[src/rtl/nios2_mul_combine.sv]
// -----------------------------------------------------------------------------
// nios2_mul_combine
//
// Two-stage partial-product combiner for the Nios II multiply path. It sits
// directly behind the four-cell 16x16 multiplier array and folds the four
// registered 32-bit partial products into the exact 64-bit product for any
// combination of operand signedness. It then returns either the low word
// (MUL) or the high word (MULXSS/MULXSU/MULXUU) together with the
// destination register number. It accepts one multiply per enabled cycle.
//
//   product = {p4, p1} + (ext(p2) + ext(p3)) << 16      (mod 2^64)
//
// Stage A : 34-bit signed cross-term add (p2 + p3), p1/p4 and control captured
// Stage W : 64-bit final add and result-word select
//
// Ports
//   clk                   core clock, all state on the rising edge
//   reset                 asynchronous, active-high, clears every register
//   M_en                  pipeline advance enable (0 = hold every register)
//   flush                 synchronous kill of all in-flight multiplies
//   M_mul_valid           p1..p4 carry a multiply this cycle
//   M_mul_src1_signed     src1 is signed
//   M_mul_src2_signed     src2 is signed
//   M_mul_hi              1 = return product[63:32], 0 = product[31:0]
//   M_dst_regnum          destination register number
//   M_mul_cell_p1..p4     partial products from the multiplier array
//   W_mul_valid           W_mul_result / W_dst_regnum are valid
//   W_mul_result          selected 32-bit product word
//   W_mul_product         full 64-bit product (debug / trace)
//   W_dst_regnum          destination register number
//   mul_busy              a multiply is in flight in stage A or W
// -----------------------------------------------------------------------------
module nios2_mul_combine #(
    parameter int REGNUM_W = 5
) (
    input  logic                clk,
    input  logic                reset,
    input  logic                M_en,
    input  logic                flush,
    input  logic                M_mul_valid,
    input  logic                M_mul_src1_signed,
    input  logic                M_mul_src2_signed,
    input  logic                M_mul_hi,
    input  logic [REGNUM_W-1:0] M_dst_regnum,
    input  logic [31:0]         M_mul_cell_p1,
    input  logic [31:0]         M_mul_cell_p2,
    input  logic [31:0]         M_mul_cell_p3,
    input  logic [31:0]         M_mul_cell_p4,
    output logic                W_mul_valid,
    output logic [31:0]         W_mul_result,
    output logic [63:0]         W_mul_product,
    output logic [REGNUM_W-1:0] W_dst_regnum,
    output logic                mul_busy
);

    // ---------------------------------------------------------------------
    // Stage A registers
    // ---------------------------------------------------------------------
    logic                a_valid_q;
    logic [33:0]         a_cross_q;
    logic [31:0]         a_p1_q;
    logic [31:0]         a_p4_q;
    logic                a_hi_q;
    logic [REGNUM_W-1:0] a_dst_q;

    // ---------------------------------------------------------------------
    // Stage W registers
    // ---------------------------------------------------------------------
    logic                w_valid_q;
    logic [63:0]         w_product_q;
    logic [31:0]         w_result_q;
    logic [REGNUM_W-1:0] w_dst_q;

    // ---------------------------------------------------------------------
    // Next-state values
    // ---------------------------------------------------------------------
    logic [33:0]         a_cross_d;
    logic [63:0]         w_product_d;
    logic [31:0]         w_result_d;

    // Stage A: the two cross terms each carry the signedness of the operand
    // that contributes its upper half (p2 uses src2[31:16], p3 uses
    // src1[31:16]). Two guard bits keep the sum of two 32-bit values exact
    // in every signed/unsigned mix.
    always_comb begin
        a_cross_d = {{2{M_mul_cell_p2[31] & M_mul_src2_signed}}, M_mul_cell_p2}
                  + {{2{M_mul_cell_p3[31] & M_mul_src1_signed}}, M_mul_cell_p3};
    end

    // Stage W: p4 occupies bits [63:32] in full, so its sign extension lands
    // above bit 63 and vanishes modulo 2^64. For that reason no p4
    // signedness flag travels down the pipe. The uu value 0xFFFE0001 is
    // therefore placed as-is. The cross term is sign-extended from 34 bits
    // before the shift, so a negative cross sum borrows from the upper word.
    always_comb begin
        w_product_d = {a_p4_q, a_p1_q}
                    + ({{30{a_cross_q[33]}}, a_cross_q} << 16);
        w_result_d  = a_hi_q ? w_product_d[63:32] : w_product_d[31:0];
    end

    // ---------------------------------------------------------------------
    // Valid bits: flush wins over capture and acts even while stalled.
    // ---------------------------------------------------------------------
    // NOTE: sequential state is written with non-blocking assignments so
    // stage W samples the pre-edge stage A value, not the one loaded on the
    // same edge.
    always_ff @(posedge clk or posedge reset) begin
        if (reset) begin
            a_valid_q <= 1'b0;
            w_valid_q <= 1'b0;
        end else if (flush) begin
            a_valid_q <= 1'b0;
            w_valid_q <= 1'b0;
        end else if (M_en) begin
            a_valid_q <= M_mul_valid;
            w_valid_q <= a_valid_q;
        end
    end

    // ---------------------------------------------------------------------
    // Data registers: load on every enabled edge, whether or not the slot
    // is valid. Consumers qualify with W_mul_valid. Flush does not touch
    // these registers.
    // ---------------------------------------------------------------------
    // NOTE: the data path is reset as well, so the outputs read zero during
    // and after reset instead of stale products.
    always_ff @(posedge clk or posedge reset) begin
        if (reset) begin
            a_cross_q   <= '0;
            a_p1_q      <= '0;
            a_p4_q      <= '0;
            a_hi_q      <= 1'b0;
            a_dst_q     <= '0;
            w_product_q <= '0;
            w_result_q  <= '0;
            w_dst_q     <= '0;
        end else if (M_en) begin
            a_cross_q   <= a_cross_d;
            a_p1_q      <= M_mul_cell_p1;
            a_p4_q      <= M_mul_cell_p4;
            a_hi_q      <= M_mul_hi;
            a_dst_q     <= M_dst_regnum;
            w_product_q <= w_product_d;
            w_result_q  <= w_result_d;
            w_dst_q     <= a_dst_q;
        end
    end

    // ---------------------------------------------------------------------
    // Outputs
    // ---------------------------------------------------------------------
    assign W_mul_valid   = w_valid_q;
    assign W_mul_result  = w_result_q;
    assign W_mul_product = w_product_q;
    assign W_dst_regnum  = w_dst_q;
    assign mul_busy      = a_valid_q | w_valid_q;

endmodule

[config.mk]
export PLATFORM = sky130hd
export DESIGN_NAME = nios2_mul_combine
export DESIGN_NICKNAME = d
export VERILOG_FILES = /design/src/rtl/nios2_mul_combine.sv
export SDC_FILE = /design/constraint.sdc
export NUM_CORES = 1
export LEC_CHECK = 0
export BUFFER_PORTS_ARGS = -buffer_cell sky130_fd_sc_hd__buf_2
export CORE_UTILIZATION = 60
export CTS_CLUSTER_SIZE = 10
export DETAILED_ROUTE_END_ITERATION = 12
export GPL_TIMING_DRIVEN = 0
export PLACE_DENSITY = 0.86
export SLEW_MARGIN = 30
export SYNTH_ARGS = -nofsm -noshare
export SYNTH_HDL_FRONTEND = slang
export SYNTH_SLANG_ARGS = --single-unit
export TNS_END_PERCENT = 20
[constraint.sdc]
create_clock -name clk -period 13.3 [get_ports clk]
set_input_delay 1.33 -clock clk [delete_from_list [all_inputs] [get_ports clk]]
set_output_delay 1.33 -clock clk [all_outputs]
set_load 0.01 [all_outputs]
==> results of run 1 <==
-- placed cells by master (no fill, tap or decap), types with 3 or more instances in the layout --
cell type  synthesis  routed
dfrtp_1          207     207
and3_1             6       6
o31ai_1            5       5
clkbuf_1          39      40
mux2i_1           20      20
nand4_1           10      10
o221ai_1           4       4
nor2b_1           10      10
a21oi_1           90      90
o21bai_1           6       6
ha_1              80      80
nand2_1           72      72
buf_2              1     243
a211o_1            4       4
nor3_1            12      12
nor2_1            86      86
a31oi_1           13      13
inv_1             26      25
o21ai_1           12      12
nand3b_1           5       5
nand2b_1           7       7
nand3_1           15      15
or2_2              5       5
clkbuf_16          0      25
mux2_2           151     151
xnor2_1           42      42
a22oi_1            3       3
xor2_1            26      26
a21o_1            39      39
o211ai_1           5       5
buf_1              3       3
o21ai_0           50      50
o21a_1             9       9
a221o_1            4       4
and2_1             6       6
a211oi_1          10      10
-- worst max path at each step --
stage,end,slack [ns],cells past startpoint
2_1_floorplan,W_dst_regnum[0]$_DFFE_PP0P_,6.32,1
3_3_place_gp,W_dst_regnum[1]$_DFFE_PP0P_,4.26,2
3_5_place_dp,a_cross_q[30]$_DFFE_PP0P_,8.87,14
4_1_cts,a_cross_q[30]$_DFFE_PP0P_,9.39,14
5_1_grt,a_cross_q[30]$_DFFE_PP0P_,9.14,14
6_report,a_cross_q[30]$_DFFE_PP0P_,9.31,14
-- per-stage QoR --
step	std cells	area [µm²]	utilization, %	worst slack (ns)	total power, mW
6_report	1675	14300	73.0	9.31	2.48
5_1_grt	1675	14300	73.0	9.14	2.61
4_1_cts	1675	14300	73.0	9.39	2.47
3_5_place_dp	1648	13700	69.7	8.87	1.89
3_3_place_gp	1646	13600	69.4	4.26	1.86
2_1_floorplan	1139	12000	-	6.32	1.53
-- metal layers --
metal / GRT usage [%] / up-vias / wire length [µm]
li1: - / 4686 / -
met1: 41.6 / 4919 / 13500
met2: 54.3 / 480 / 15600
met3: 4.73 / 124 / 2360
met4: 15.8 / 0 / 1730
met5: 0 / - / 0
-- power breakdown --
part           internal [mW]  switching (mW)
clock                  0.335           0.239
combinational          0.427           0.580
sequential             0.795           0.108
-- area by class of cell --
cell class	count	area, µm²
multi-input combinational	861	6600
fill	1457	5290
sequential	207	5180
timing repair buffer	244	1270
clock buffer	27	643
tap	265	332
buffer	44	170
inverter	27	109
-- critical path, stage by stage --
cell	delay, ns
buf_2	0.08
ha_1	0.17
inv_1	0.06
fa_1	0.39
nor2b_1	0.13
o21ai_1	0.08
a21boi_1	0.26
o31ai_1	0.15
a31oi_1	0.30
o21bai_1	0.24
o21ai_1	0.52
a211oi_1	0.20
xnor2_1	0.18
mux2_2	0.28
-- registers in the layout, indices dropped and copies added (netlist names) --
register       count
W_dst_regnum       5
a_dst_q            5
W_mul_result      32
a_valid_q          1
W_mul_valid        1
W_mul_product     64
a_cross_q         34
a_p1_q            32
a_hi_q             1
a_p4_q            32
-- kinds of logic after synthesis --
logic type	Yosys count	synth area share [%]
muxes	172	15.9
buffers and inverters	71	2.25
adders and majority gates	82	8.64
AOI/OAI and AO/OA	289	15.6
and+or+nand+nor	250	9.72
DFF	207	43.0
xor gates and xnor gates	68	4.94
==> flow_summary.toml, run 1 <==
[run_status]
outcome = "finished, final reports clean"

[synth]
ys_seq_elements = 207
synthMostInstantiatedCell = "dfrtp_1"
synth_enable_flop_cells = 0
synth_top_area_share_pct = 43.0
async_flop_share_pct = 100
syn_nets = 1362
syn_inst = 1139
netlist_area_um2 = 12000
synth_flop_cell = "dfrtp_1"
synthTopCellsByArea = "dfrtp_1, mux2_2, ha_1"
yosys.area.top_type = "dfrtp_1"
yosys.cell_types.count = 75
yosys_warnings = 0
synth.avg_cell_area_um2 = 10.6
synth_commonest_cells = "dfrtp_1, mux2_2, a21oi_1, nor2_1, ha_1"
yosysSeqAreaShare_pct = 43.0

[clocking]
cts_buffer_depth = 3
cts_sinks = 207
post_cts_buffers = 0
cts_hold_buf = 0
tritoncts = "done"
htreeDepth = 1
clockRootBuffer = "clkbuf_16"
cts_buffers = 24
clk_pin_slew_ns = 0.05
postCtsResizedCells = 0
clk_latency_ns = 0.51

[die]
top_level_ports = 244
fp-row-count = 51
die-area_um2 = 20700
initial_core_util_pct = 61.5
die_w_um = 144
die_h_um = 144
core_area_um2 = 19600

[routing]
ant_nets = 0
wl_mm = 33.2
wl_per_cell_um = 19.8
vias_per_cell = 6.09
drc = 0
drt_iter0_drc = 775
drtPass1Iterations = 7
via_count = 10200

[place]
io_buffers = 242
hpwl_mm = 25.3
gp_congestion = 0.932

[setup_path]
worstSetupStartpoint = "M_mul_cell_p2[0]"
reg2reg_to = "W_mul_result[4]$_DFFE_PP0P_"
start_kind = "input pin"
r2r_slack_ns = 9.45
worstSetupEndpointType = "register"
crit_fanout = 6
required_ns = 13.69
critPathKind = "input pin to register"
rr_worst_depth = 12
arrival_ns = 4.38
r2r-start = "a_cross_q[0]$_DFFE_PP0P_"

[cells_and_area]
final_nets = 1632
antenna_cells = 0
drive_above_1_share_pct = 31.3
syn_to_final_growth_pct = 18.7

[hold_path]
holdPathStages = 1
hold_class = "register to register"
hp-start = "W_mul_result[10]$_DFFE_PP0P_"
min_to = "W_mul_result[10]$_DFFE_PP0P_"

[timing]
grt_setup_unrepaired = "no"
timing.fmax_mhz = 251
timing.final.crit_share_pct = 30.0
whs_ns = 0.494
fin_crit_ns = 3.99
setup_viol = 0
drv_slew = 0
finClkSkew_ns = 0.0137
slew_headroom_pct = 35.9
worst_slew_pin_slew_ns = 0.961
setup_tns_ns = 0
finalHoldViolations = 0

[pwr]
powerDensity_nw_per_um2 = 174
leakage_nw = 6.73
ir_drop_mv = 0.0992

[global_route]
grt_pass1_vias = 10000
grt_pass1_wl_mm = 51.8
antenna_found_initial = 0
grt-ovfl-total = 0
track_usage_pct = 32.5
grt_max_degree = 74

[run]
drv_cap = 0
Power figures use the tool's default switching activity.
==> run 2, diff against run 1 <==
Settings changed: CORE_UTILIZATION 60 to 51, PLACE_DENSITY 0.86 to 0.78.
Clock period 13.3 ns to 3.3 ns, I/O delays scaled along.
==> run 2 against run 1 <==
Critical path depth shrank 3. Sequential share of layout area shrank 1.1 points. Largest cell class unchanged. Clock power grew to 4.0 times the previous value. Sequential cell count is the same. Cell area grew 3.3%. Sequential power grew to 4.0 times the previous value. Via count shrank 1.2%. Highest routed layer is now met5. Largest power group unchanged. First-iteration DRC count shrank 9.5%.
==> flow_summary.toml, run 2 (synthesis results as in run 1) <==
[setup_path]
critPathSlowestCell = "o41ai_4"
worstSetupStartpoint = "a_cross_q[18]$_DFFE_PP0P_"
r2r_slack_ns = 0.11
crit_fanout = 7
rr_worst_depth = 11
reg2reg_to = "W_mul_product[52]$_DFFE_PP0P_"
start_kind = "register"
critPathKind = "register to register"
path_cells = "ha_4 > buf_6 > nand4_4 > or2_1 > or4_4 > o21ai_4 > a21oi_4 > o41ai_4 > a31oi_2 > xnor2_2 > mux2_2"
cpPeakStageDelay_ns = 0.45
r2r-start = "a_cross_q[18]$_DFFE_PP0P_"
arrival_ns = 3.58
required_ns = 3.70
worstSetupEndpointType = "register"

[hold_path]
min_to = "a_p1_q[18]$_DFFE_PP0P_"
holdPathStages = 2
hold_class = "input pin to register"
hp-start = "M_mul_cell_p1[18]"

[pwr]
pwr-share-clk_pct = 22.5
power_mw = 10.2
sw_frac_of_total_pct = 37.3
powerDensity_nw_per_um2 = 692
pwr-share-seq_pct = 35.7
power_report.internal_total_mw = 6.40
combPwrFrac_pct = 41.8
leakage_nw = 6.85
p_sw_mw = 3.82
ir_drop_mv = 0.380

[routing]
ant_nets = 0
wl_per_cell_um = 19.3
wl_mm = 33.6
vias_per_cell = 5.78
drtPass1Iterations = 7
drc = 0
via_count = 10100
drt_iter0_drc = 701

[cells_and_area]
syn_to_final_growth_pct = 22.6
layout_commonest_cell = "buf_2"
design_area_um2 = 14800
mostFrequentLayoutCells = "buf_2, dfrtp_1, mux2_2"
regArea_um2 = 5180
nFillCells = 1900
largest_reg_flops = 64
final_nets = 1651
multi_input_area_um2 = 6790
drive_above_1_share_pct = 33.8
utilization_pct = 64.5

[global_route]
grt_pass1_vias = 9979
antenna_found_initial = 3
grt-ovfl-total = 0
track_usage_pct = 27.7
grt_pass1_wl_mm = 52.2
grt_max_degree = 32

[place]
hpwl_mm = 26.0
io_buffers = 242
placed_cell_area_um2 = 13800
gp_congestion = 0.946

[timing]
setup_viol = 0
finalHoldViolations = 0
grt_setup_unrepaired = "yes"
slew_headroom_pct = 31.9
finClkSkew_ns = 0.0169
fin_crit_ns = 3.19
worst_slew_pin_slew_ns = 1.02
timing.fmax_mhz = 314
drv_slew = 0
timing.final.crit_share_pct = 96.6

[clocking]
clk_pin_slew_ns = 0.06
cts_buffers = 24
tritoncts = "done"
clk_latency_ns = 0.52
htreeDepth = 1
cts_sinks = 207
clockRootBuffer = "clkbuf_16"
cts_buffer_depth = 3

[die]
initial_core_util_pct = 52.6
fp-row-count = 55
die-area_um2 = 24200
top_level_ports = 244
core_area_um2 = 22900
die_h_um = 156
die_w_um = 156

[run]
drv_cap = 0

[run_status]
outcome = "finished, final reports clean"
==> run 2: power by group through the flow <==
stage	clock [mW]	combinational, mW	sequential, mW
final	2.30	4.28	3.64
after global routing	2.43	4.63	3.71
after CTS	2.33	4.10	3.62
after detailed placement	0	4.00	3.66
after global placement	0	3.89	3.64
after floorplan	0	2.41	3.78
==> run 2: worst max path at each step <==
| stage | end | slack [ns] |
|---|---|---|
| final | W_mul_product[52]$_DFFE_PP0P_ | 0.11 |
| after global routing | W_mul_result[27]$_DFFE_PP0P_ | -0.02 |
| after CTS | W_mul_result[26]$_DFFE_PP0P_ | 0.004 |
| after detailed placement | W_mul_result[4]$_DFFE_PP0P_ | -0.30 |
| after global placement | W_mul_product[7]$_DFFE_PP0P_ | -0.89 |
| after floorplan | W_mul_result[24]$_DFFE_PP0P_ | 0.27 |
==> run 2: per-stage QoR <==
stage,instances,setup TNS [ns],hold WS (ns),setup slack (ns)
floorplan,1139,0,0.396,0.273
global placement,1694,-182.07,0.477,-0.894
detailed placement,1702,-3.02,0.251,-0.299
CTS,1734,0,0.0363,0.00372
global route,1744,-0.0445,0.0366,-0.0186
finish,1744,0,0.0430,0.112
==> run 2: layer usage <==
metal / track usage, % / share of wire [%] / up-vias
li1: - / - / 4717
met1: 36.1 / 42 / 4885
met2: 45.7 / 47 / 398
met3: 4.61 / 6.2 / 80
met4: 11.7 / 4.2 / 2
met5: 0 / 0.030 / -
==> run 2: repair_timing <==
action                                  4_1_cts  5_1_grt
endpoints found under the setup margin       28       36
pin swaps                                     8       21
endpoints found under the hold margin        59        0
gates resized for setup                      14       30
hold buffers                                  2        0
setup buffers                                 2        9
==> run 2: final cells by class <==
type,count,area share [%]
buffer,44,1.19
timing repair buffer,263,10.1
inverter,27,0.712
tap,313,2.65
antenna,1,0.0169
multi-input combinational,861,45.9
clock buffer,28,4.31
sequential,207,35.1
==> run 2: worst max-delay path: cells and delay by family, from the launching register on <==
family	cells	cell delay, ns
compound gates	4	0.97
simple gates	3	0.83
flops	1	0.41
fa+ha+maj	1	0.28
mux	1	0.28
xor+xnor	1	0.19
buf+inv	1	0.12
==> run 3, diff against run 2 <==
Settings changed: REMOVE_ABC_BUFFERS from default to 1.
==> run 3 against run 2 <==
First-iteration DRC count decreased by 4.7%. Via count decreased by 4.5%. Critical path depth unchanged. Sequential share of layout area up 0.49 points. Die area unchanged. Clock-buffer cell count up 3. Global-route usage shrank 3.2 points. Clock power increased by 5%. Final cell count shrank 2.6%. Cell area is 1.4% lower. Sequential power is essentially flat. Critical endpoint is now W_mul_result[26]$_DFFE_PP0P_. Largest power group unchanged. Highest routed layer is now met4.
==> flow_summary.toml, run 3 (synthesis results as in run 1) <==
[clocking]
clk_pin_slew_ns = 0.05
cts_buffers = 25
cts_sinks = 207
htreeDepth = 1
cts_buffer_depth = 3
tritoncts = "done"
clockRootBuffer = "clkbuf_16"
clk_latency_ns = 0.52

[pwr]
power_mw = 10.2
p_sw_mw = 3.77
pwr-share-seq_pct = 35.7
combPwrFrac_pct = 40.8
sw_frac_of_total_pct = 36.9
leakage_nw = 6.79
ir_drop_mv = 0.410
power_report.internal_total_mw = 6.45
powerDensity_nw_per_um2 = 701
pwr-share-clk_pct = 23.5

[die]
die-area_um2 = 24200
fp-row-count = 55
core_area_um2 = 22900
top_level_ports = 244
die_h_um = 156
die_w_um = 156
initial_core_util_pct = 52.6

[setup_path]
start_kind = "register"
cpPeakStageDelay_ns = 0.52
crit_fanout = 5
required_ns = 3.67
arrival_ns = 3.61
crit_buf_inv = 0
critPathSlowestCell = "or4_4"
worstSetupEndpointType = "register"
path_cells = "ha_4 > nand4_4 > or2_4 > or4_4 > o21ai_4 > o211ai_2 > a211oi_2 > o21ai_2 > or3_1 > o211ai_1 > a31oi_1"
critPathKind = "register to register"
path_delay_family = "simple AND/OR/NAND/NOR gates"

[routing]
drt_iter0_drc = 668
drc = 0
via_count = 9633
wl_mm = 30.0
drtPass1Iterations = 7
vias_per_cell = 5.67
ant_nets = 0
wl_per_cell_um = 17.7

[global_route]
grt_max_degree = 94
grt-ovfl-total = 0
grt_pass1_vias = 9477
antenna_found_initial = 0
track_usage_pct = 24.5
grt_pass1_wl_mm = 47.7

[timing]
timing.final.crit_share_pct = 98.3
drv_slew = 0
slew_headroom_pct = 56.9
timing.fmax_mhz = 308
fin_crit_ns = 3.24
worst_slew_pin_slew_ns = 0.646
finClkSkew_ns = 0.0133
grt_setup_unrepaired = "yes"
setup_viol = 0
setup_slack_ns = 0.0566
finalHoldViolations = 0

[place]
hpwl_mm = 21.9
gp_congestion = 0.914
dp.cells = 1655
pre_cts_ws_ns = -0.407
io_buffers = 243

[run_status]
outcome = "finished, final reports clean"

[cells_and_area]
drive_above_1_share_pct = 34.8
antenna_cells = 0
mostFrequentLayoutCells = "buf_2, dfrtp_1, mux2_2"
utilization_pct = 63.6
layout_commonest_cell = "buf_2"
syn_to_final_growth_pct = 20.9
final_cells = 1699
final_nets = 1603
largest_reg_flops = 64

[run]
drv_cap = 0

[hold_path]
hold_class = "input pin to register"
run 3: final cells by class:
type | instances | area [µm²]
clock buffers | 31 | 668
clock inverters | 2 | 16.3
fillers | 1884 | 8350
flip-flops and latches | 207 | 5180
multi-input cells | 861 | 6780
repair buffers | 258 | 1420
well taps | 313 | 392
inverters | 27 | 110
run 3: metrics by stage:
| stage | setup TNS (ns) | hold WS, ns | area, µm² |
|---|---|---|---|
| detailed placement | -5.57 | 0.330 | 13600 |
| floorplan | -555.27 | 0.396 | 11900 |
| global route | -0.0366 | 0.0359 | 14600 |
| finish | 0 | 0.0438 | 14600 |
| CTS | 0 | 0.0289 | 14400 |
| global placement | -1270.76 | 0.461 | 13500 |
run 3: path summary, 6_finish.rpt:
path                                          startpoint                             to  slack [ns]  cells after the start
hold / removal                          M_mul_cell_p4[7]          a_p4_q[7]$_DFFE_PP0P_        0.04                      2
setup / recovery                   a_p4_q[4]$_DFFE_PP0P_   W_mul_result[26]$_DFFE_PP0P_        0.06                     11
hold reg to reg            W_mul_product[63]$_DFFE_PP0P_  W_mul_product[63]$_DFFE_PP0P_        0.49                      1
setup reg to reg                   a_p4_q[4]$_DFFE_PP0P_   W_mul_result[26]$_DFFE_PP0P_        0.06                     11
min in group asynchronous                          reset    W_dst_regnum[1]$_DFFE_PP0P_        0.33                      3
max in group asynchronous                          reset   W_mul_result[30]$_DFFE_PP0P_        2.23                      4
run 3: what timing repair did:
item,in CTS,in global routing
endpoints found under the hold margin,37,0
setup endpoints to repair,34,30
resized for setup,20,23
pin swaps,5,12
setup buffers,2,7
hold buffers,2,0
run 3: power by group through the flow:
stage	Sequential, mW	Combinational, mW	Clock (mW)
after detailed placement	3.66	3.92	0
after floorplan	3.79	2.34	0
after CTS	3.64	4.03	2.45
after global placement	3.63	3.85	0
after global routing	3.72	4.56	2.54
final	3.64	4.17	2.41
run 3: layer usage:
metal  routed length (µm)  global-route usage, %
met1                13100                   31.8
met4                 1030                   8.59
met5                    0                      0
met3                 1900                   5.33
met2                14000                   40.5
